$ cat src/rtl/cpu_bus_bridge.sv
// CPU bus bridge: turns each rising edge of the core's bus strobe into one req/ack peripheral transaction.
// Optional macro CPU_BUS_BRIDGE_TIMEOUT_EN adds a forced completion after TIMEOUT cycles without ack.
module cpu_bus_bridge #(
    parameter int ADDR_W      = 32,
    parameter int DATA_W      = 32,
    parameter int WAIT_STATES = 1,
    parameter int TIMEOUT     = 255
) (
    input  logic              i_cpu_clk,
    input  logic              i_rst,
    input  logic              i_bus_clk,
    input  logic              i_bus_we,
    input  logic [ADDR_W-1:0] i_bus_addr,
    input  logic [DATA_W-1:0] i_bus_wdata,
    output logic [DATA_W-1:0] o_bus_rdata,
    output logic              o_bus_data_ready,
    output logic              o_per_req,
    output logic              o_per_we,
    output logic [ADDR_W-1:0] o_per_addr,
    output logic [DATA_W-1:0] o_per_wdata,
    input  logic [DATA_W-1:0] i_per_rdata,
    input  logic              i_per_ack,
    input  logic              i_clr_status,
    output logic              o_overrun,
    output logic              o_timeout
);

    typedef enum logic [1:0] {
        ST_IDLE   = 2'd0,
        ST_SETUP  = 2'd1,
        ST_ACCESS = 2'd2,
        ST_DONE   = 2'd3
    } state_t;

    localparam logic [3:0] WS_L = 4'(WAIT_STATES);

    if ((WAIT_STATES < 0) || (WAIT_STATES > 15) || (TIMEOUT < 1) || (TIMEOUT > 65535)) begin : g_param_check
        $error("cpu_bus_bridge: parameter out of range");
    end

    state_t              state_r, state_s;
    logic [3:0]          wait_cnt_r, wait_cnt_s;
    logic                prev_r;
    logic                armed_r;
    logic                edge_s;
    logic [DATA_W-1:0]   rdata_r, rdata_s;
    logic                ready_r, ready_s;
    logic                req_r, req_s;
    logic                we_r, we_s;
    logic [ADDR_W-1:0]   addr_r, addr_s;
    logic [DATA_W-1:0]   wdata_r, wdata_s;
    logic                overrun_r, overrun_s;
    logic                timeout_r, timeout_s;
    logic                tmo_set_s;

`ifdef CPU_BUS_BRIDGE_TIMEOUT_EN
    localparam logic [15:0] TMO_L = 16'(TIMEOUT);
    logic [15:0]         tmo_cnt_r, tmo_cnt_s;
`endif

    // armed_r masks the first cycle after reset so a strobe already high is not taken as an edge
    assign edge_s = i_bus_clk & ~prev_r & armed_r;

    // Next-state, latched request fields, read data and sticky flags
    always_comb begin
        state_s    = state_r;
        wait_cnt_s = wait_cnt_r;
        rdata_s    = rdata_r;
        we_s       = we_r;
        addr_s     = addr_r;
        wdata_s    = wdata_r;
        tmo_set_s  = 1'b0;
`ifdef CPU_BUS_BRIDGE_TIMEOUT_EN
        tmo_cnt_s  = tmo_cnt_r;
`endif
        case (state_r)
            ST_IDLE: begin
                if (edge_s) begin
                    we_s    = i_bus_we;
                    addr_s  = i_bus_addr;
                    wdata_s = i_bus_wdata;
                    if (WAIT_STATES > 0) begin
                        state_s    = ST_SETUP;
                        wait_cnt_s = WS_L;
                    end else begin
                        state_s = ST_ACCESS;
                    end
                end else begin
                    state_s = ST_IDLE;
                end
            end
            ST_SETUP: begin
                if (wait_cnt_r == 4'd1) begin
                    state_s = ST_ACCESS;
                end else begin
                    wait_cnt_s = wait_cnt_r - 4'd1;
                end
            end
            ST_ACCESS: begin
                if (i_per_ack) begin
                    state_s = ST_DONE;
                    if (!we_r) begin
                        rdata_s = i_per_rdata;
                    end else begin
                        rdata_s = rdata_r;
                    end
                end else begin
`ifdef CPU_BUS_BRIDGE_TIMEOUT_EN
                    if (tmo_cnt_r == TMO_L) begin
                        state_s   = ST_DONE;
                        tmo_set_s = 1'b1;
                        if (!we_r) begin
                            rdata_s = {DATA_W{1'b1}};
                        end else begin
                            rdata_s = rdata_r;
                        end
                    end else begin
                        tmo_cnt_s = tmo_cnt_r + 16'd1;
                    end
`else
                    state_s = ST_ACCESS;
`endif
                end
            end
            ST_DONE: begin
                state_s = ST_IDLE;
            end
            default: begin
                state_s = ST_IDLE;
            end
        endcase

`ifdef CPU_BUS_BRIDGE_TIMEOUT_EN
        if ((state_r != ST_ACCESS) && (state_s == ST_ACCESS)) begin
            tmo_cnt_s = 16'd0;
        end else begin
            tmo_cnt_s = tmo_cnt_s;
        end
`endif

        // a set event in the same cycle as a clear wins
        if (edge_s && (state_r != ST_IDLE)) begin
            overrun_s = 1'b1;
        end else if (i_clr_status) begin
            overrun_s = 1'b0;
        end else begin
            overrun_s = overrun_r;
        end

        if (tmo_set_s) begin
            timeout_s = 1'b1;
        end else if (i_clr_status) begin
            timeout_s = 1'b0;
        end else begin
            timeout_s = timeout_r;
        end

        req_s   = (state_s == ST_ACCESS);
        ready_s = (state_s == ST_DONE);
    end

    // State and registered outputs, all cleared immediately by reset
    always_ff @(posedge i_cpu_clk or negedge i_rst) begin
        if (!i_rst) begin
            state_r    <= ST_IDLE;
            wait_cnt_r <= 4'd0;
            prev_r     <= 1'b0;
            armed_r    <= 1'b0;
            rdata_r    <= {DATA_W{1'b0}};
            ready_r    <= 1'b0;
            req_r      <= 1'b0;
            we_r       <= 1'b0;
            addr_r     <= {ADDR_W{1'b0}};
            wdata_r    <= {DATA_W{1'b0}};
            overrun_r  <= 1'b0;
            timeout_r  <= 1'b0;
`ifdef CPU_BUS_BRIDGE_TIMEOUT_EN
            tmo_cnt_r  <= 16'd0;
`endif
        end else begin
            state_r    <= state_s;
            wait_cnt_r <= wait_cnt_s;
            prev_r     <= i_bus_clk;
            armed_r    <= 1'b1;
            rdata_r    <= rdata_s;
            ready_r    <= ready_s;
            req_r      <= req_s;
            we_r       <= we_s;
            addr_r     <= addr_s;
            wdata_r    <= wdata_s;
            overrun_r  <= overrun_s;
            timeout_r  <= timeout_s;
`ifdef CPU_BUS_BRIDGE_TIMEOUT_EN
            tmo_cnt_r  <= tmo_cnt_s;
`endif
        end
    end

    assign o_bus_rdata      = rdata_r;
    assign o_bus_data_ready = ready_r;
    assign o_per_req        = req_r;
    assign o_per_we         = we_r;
    assign o_per_addr       = addr_r;
    assign o_per_wdata      = wdata_r;
    assign o_overrun        = overrun_r;
    assign o_timeout        = timeout_r;

endmodule

$ cat config.mk
export PLATFORM = sky130hd
export DESIGN_NAME = cpu_bus_bridge
export DESIGN_NICKNAME = d
export VERILOG_FILES = /design/src/rtl/cpu_bus_bridge.sv
export SDC_FILE = /design/constraint.sdc
export NUM_CORES = 1
export LEC_CHECK = 0
export BUFFER_PORTS_ARGS = -buffer_cell sky130_fd_sc_hd__buf_2
export CAP_MARGIN = 30
export CORE_MARGIN = 4
export CORE_UTILIZATION = 49
export CTS_CLUSTER_DIAMETER = 200
export DETAILED_ROUTE_END_ITERATION = 8
export PLACE_DENSITY = 0.88
export SLEW_MARGIN = 10
export SYNTH_ARGS = -nofsm -noshare
export SYNTH_HDL_FRONTEND = slang
export SYNTH_SLANG_ARGS = --single-unit
$ cat constraint.sdc
create_clock -name i_cpu_clk -period 2.2 [get_ports i_cpu_clk]
set_input_delay 0.22 -clock i_cpu_clk [delete_from_list [all_inputs] [get_ports i_cpu_clk]]
set_output_delay 0.22 -clock i_cpu_clk [all_outputs]
set_load 0.01 [all_outputs]
==> run metrics <==
status finished, final reports clean; Total GRT Usage 18.0%; IO Pins 203; average via count per standard cell 4.85; Pint 4.94 mW; Pwr Density 1340 mW/mm²; fmax 602 MHz; Leak 2.87 nW; CP arrival 1.88 ns; dpl cells 553; port buffer count 201; measured slew at the worst slew-check pin 0.501 ns; Worst IR Drop VDD 653 µV; Post-Syn Area 0.00421 mm²; max-cap violations 0; Worst setup EP type register; clock skew 0.0173 ns; relative slew slack 66.5%; Initial Util 50.7%; width of the die 101 µm; area of the multi-input gates 0.00139 mm²; wire per inst 16.1 µm; Clk Latency, worst-skew pair 0.35 ns; Worst-path clk slew 0.10 ns; ys flop type dfrtp_1; Layout Nets 564; CTS tree yes; syn_area_per_cell 16.6 µm²; Non-Filler Instances 570; Crit Path Class reg -> reg; most common cell after layout, fill and taps aside buf_2; vias in the first global route 3,010; Min-Delay Path Class in -> reg; fraction of layout cells with a size suffix above 1 68.8%; P&R area growth vs syn 31.2%; gpl congestion 0.767; RSZ-0062 raised after global routing no; DR pass1 iterations 3; combinational share of power 39.0%; CTS Buf Count 9; FILL cells 614; crit share post-route 75.5%; DIE AREA 0.0101 mm²; Die Y 101 µm; Tot Pwr 7.38 mW; antenna cell count 0; Reg area 0.00270 mm²; final hold viol count 0; Setup TNS 0 ns; Hold Slack 0.0366 ns; FFs w/ async S/R, synth 100%; DRT Wirelength 9200 µm; Psw 2.44 mW; largest net degree at the start of global routing 60; final-report setup violation count 0; dpl hpwl 7230 µm; Root Driver clkbuf_8; Remaining DRCs 0; clk sink count 108; most frequent cells in the layout buf_2, dfrtp_1, mux2_2; Synth cell types 30; Post-synth EDFFs 0; switching portion of total power 33.1%; Crit Path Max Fanout 32; vias 2,763; Synth warnings 0; Seq cells post-synth 108; WP data required 2.42 ns; CP Launch Type register; Pins Over Slew Limit 0; antenna violations before repair 0; Sequential Power Share 46.0%; CTS Buffer Depth 2; 1st-iter DRT viols 67; R2R Setup Slk 0.54 ns; global-route wire length before repair 14,500 µm; Period minus WS final 1.66 ns; Site Rows 33; Seq/Total Area, Yosys 64.2%; Post-DRT Antenna Nets 0; Syn Nets 358; H-tree levels 3; clock network power share 15.0%; Mapped Cells 254; CORE AREA 0.00830 mm²; gr ovfl total 0
## registers in the layout, summed over array words and instances (netlist names)
signal / count
o_per_we: 1
o_bus_rdata: 32
o_per_addr: 32
o_bus_data_ready: 1
o_overrun: 1
o_per_req: 1
state_r: 2
prev_r: 1
armed_r: 1
wait_cnt_r: 4
o_per_wdata: 32
## through the flow
step	utilization, %	setup WS, ns	instance area (µm²)
after floorplan	-	0.764	4210
after global placement	64.2	0.586	5330
after detailed placement	64.2	0.515	5330
after CTS	66.5	0.519	5520
after global routing	66.5	0.436	5520
final	66.5	0.540	5520
## power groups by stage
stage	Clock, mW	Combinational, mW	Sequential, mW
floorplan	0	1.16	3.85
global placement	0	2.84	3.37
detailed placement	0	2.93	3.44
CTS	1.16	2.94	3.40
global route	1.25	3.12	3.51
finish	1.11	2.88	3.40
## logic make-up after synthesis
| group | after synthesis | share of synthesized area [%] |
|---|---|---|
| AOI/OAI and AO/OA | 9 | 1.37 |
| adders and majority gates | 2 | 0.594 |
| buffers and inverters | 16 | 2.70 |
| DFF | 108 | 64.2 |
| muxes | 98 | 27.7 |
| other | 2 | 0.178 |
| and+or+nand+nor | 19 | 3.27 |
## metal layers
metal  global-route usage [%]  routed length (µm)
met1                     21.3                3490
met5                        0                   0
met3                     5.12                 873
met4                     4.04                  49
met2                     32.4                4790
## synthesized netlist by cell type, drive strengths merged (3+ instances only)
library cell,instances,area [µm²]
o21ai,4,20.0
nand2b,3,26.3
buf,12,98.8
inv,4,15.0
mux2,97,1160
dfrtp,108,2700
nand2,3,11.3
## final timing paths
path / startpoint / to / cells past startpoint
setup / recovery: state_r[0] / o_bus_rdata[4] / 4
hold / removal: i_bus_clk / prev_r / 1
max in group asynchronous: i_rst / state_r[1] / 3
min in group asynchronous: i_rst / o_per_wdata[31] / 2
hold reg to reg: o_bus_rdata[9] / o_bus_rdata[9] / 1
setup reg to reg: state_r[0] / o_bus_rdata[4] / 4
## final cells by class
| cell class | count | area share, % |
|---|---|---|
| flip-flops and latches | 108 | 48.9 |
| clock buffers | 11 | 2.56 |
| well taps | 105 | 2.38 |
| clock inverters | 5 | 0.816 |
| inverters | 4 | 0.272 |
| multi-input cells | 130 | 25.2 |
| repair buffers | 207 | 19.8 |
## critical path, cell delays in order, from the launching register on
cell,delay (ns)
dfrtp_1,0.43
nand3b_1,0.24
nor2_2,0.11
buf_4,0.36
mux2_2,0.39
## what timing repair did
| item | 4_1_cts | 5_1_grt |
|---|---|---|
| hold endpoints to repair | 26 | 0 |
| setup buffers | 0 | 0 |
| resized for setup | 0 | 0 |
| hold buffers | 1 | 0 |
Power figures use the tool's default switching activity.
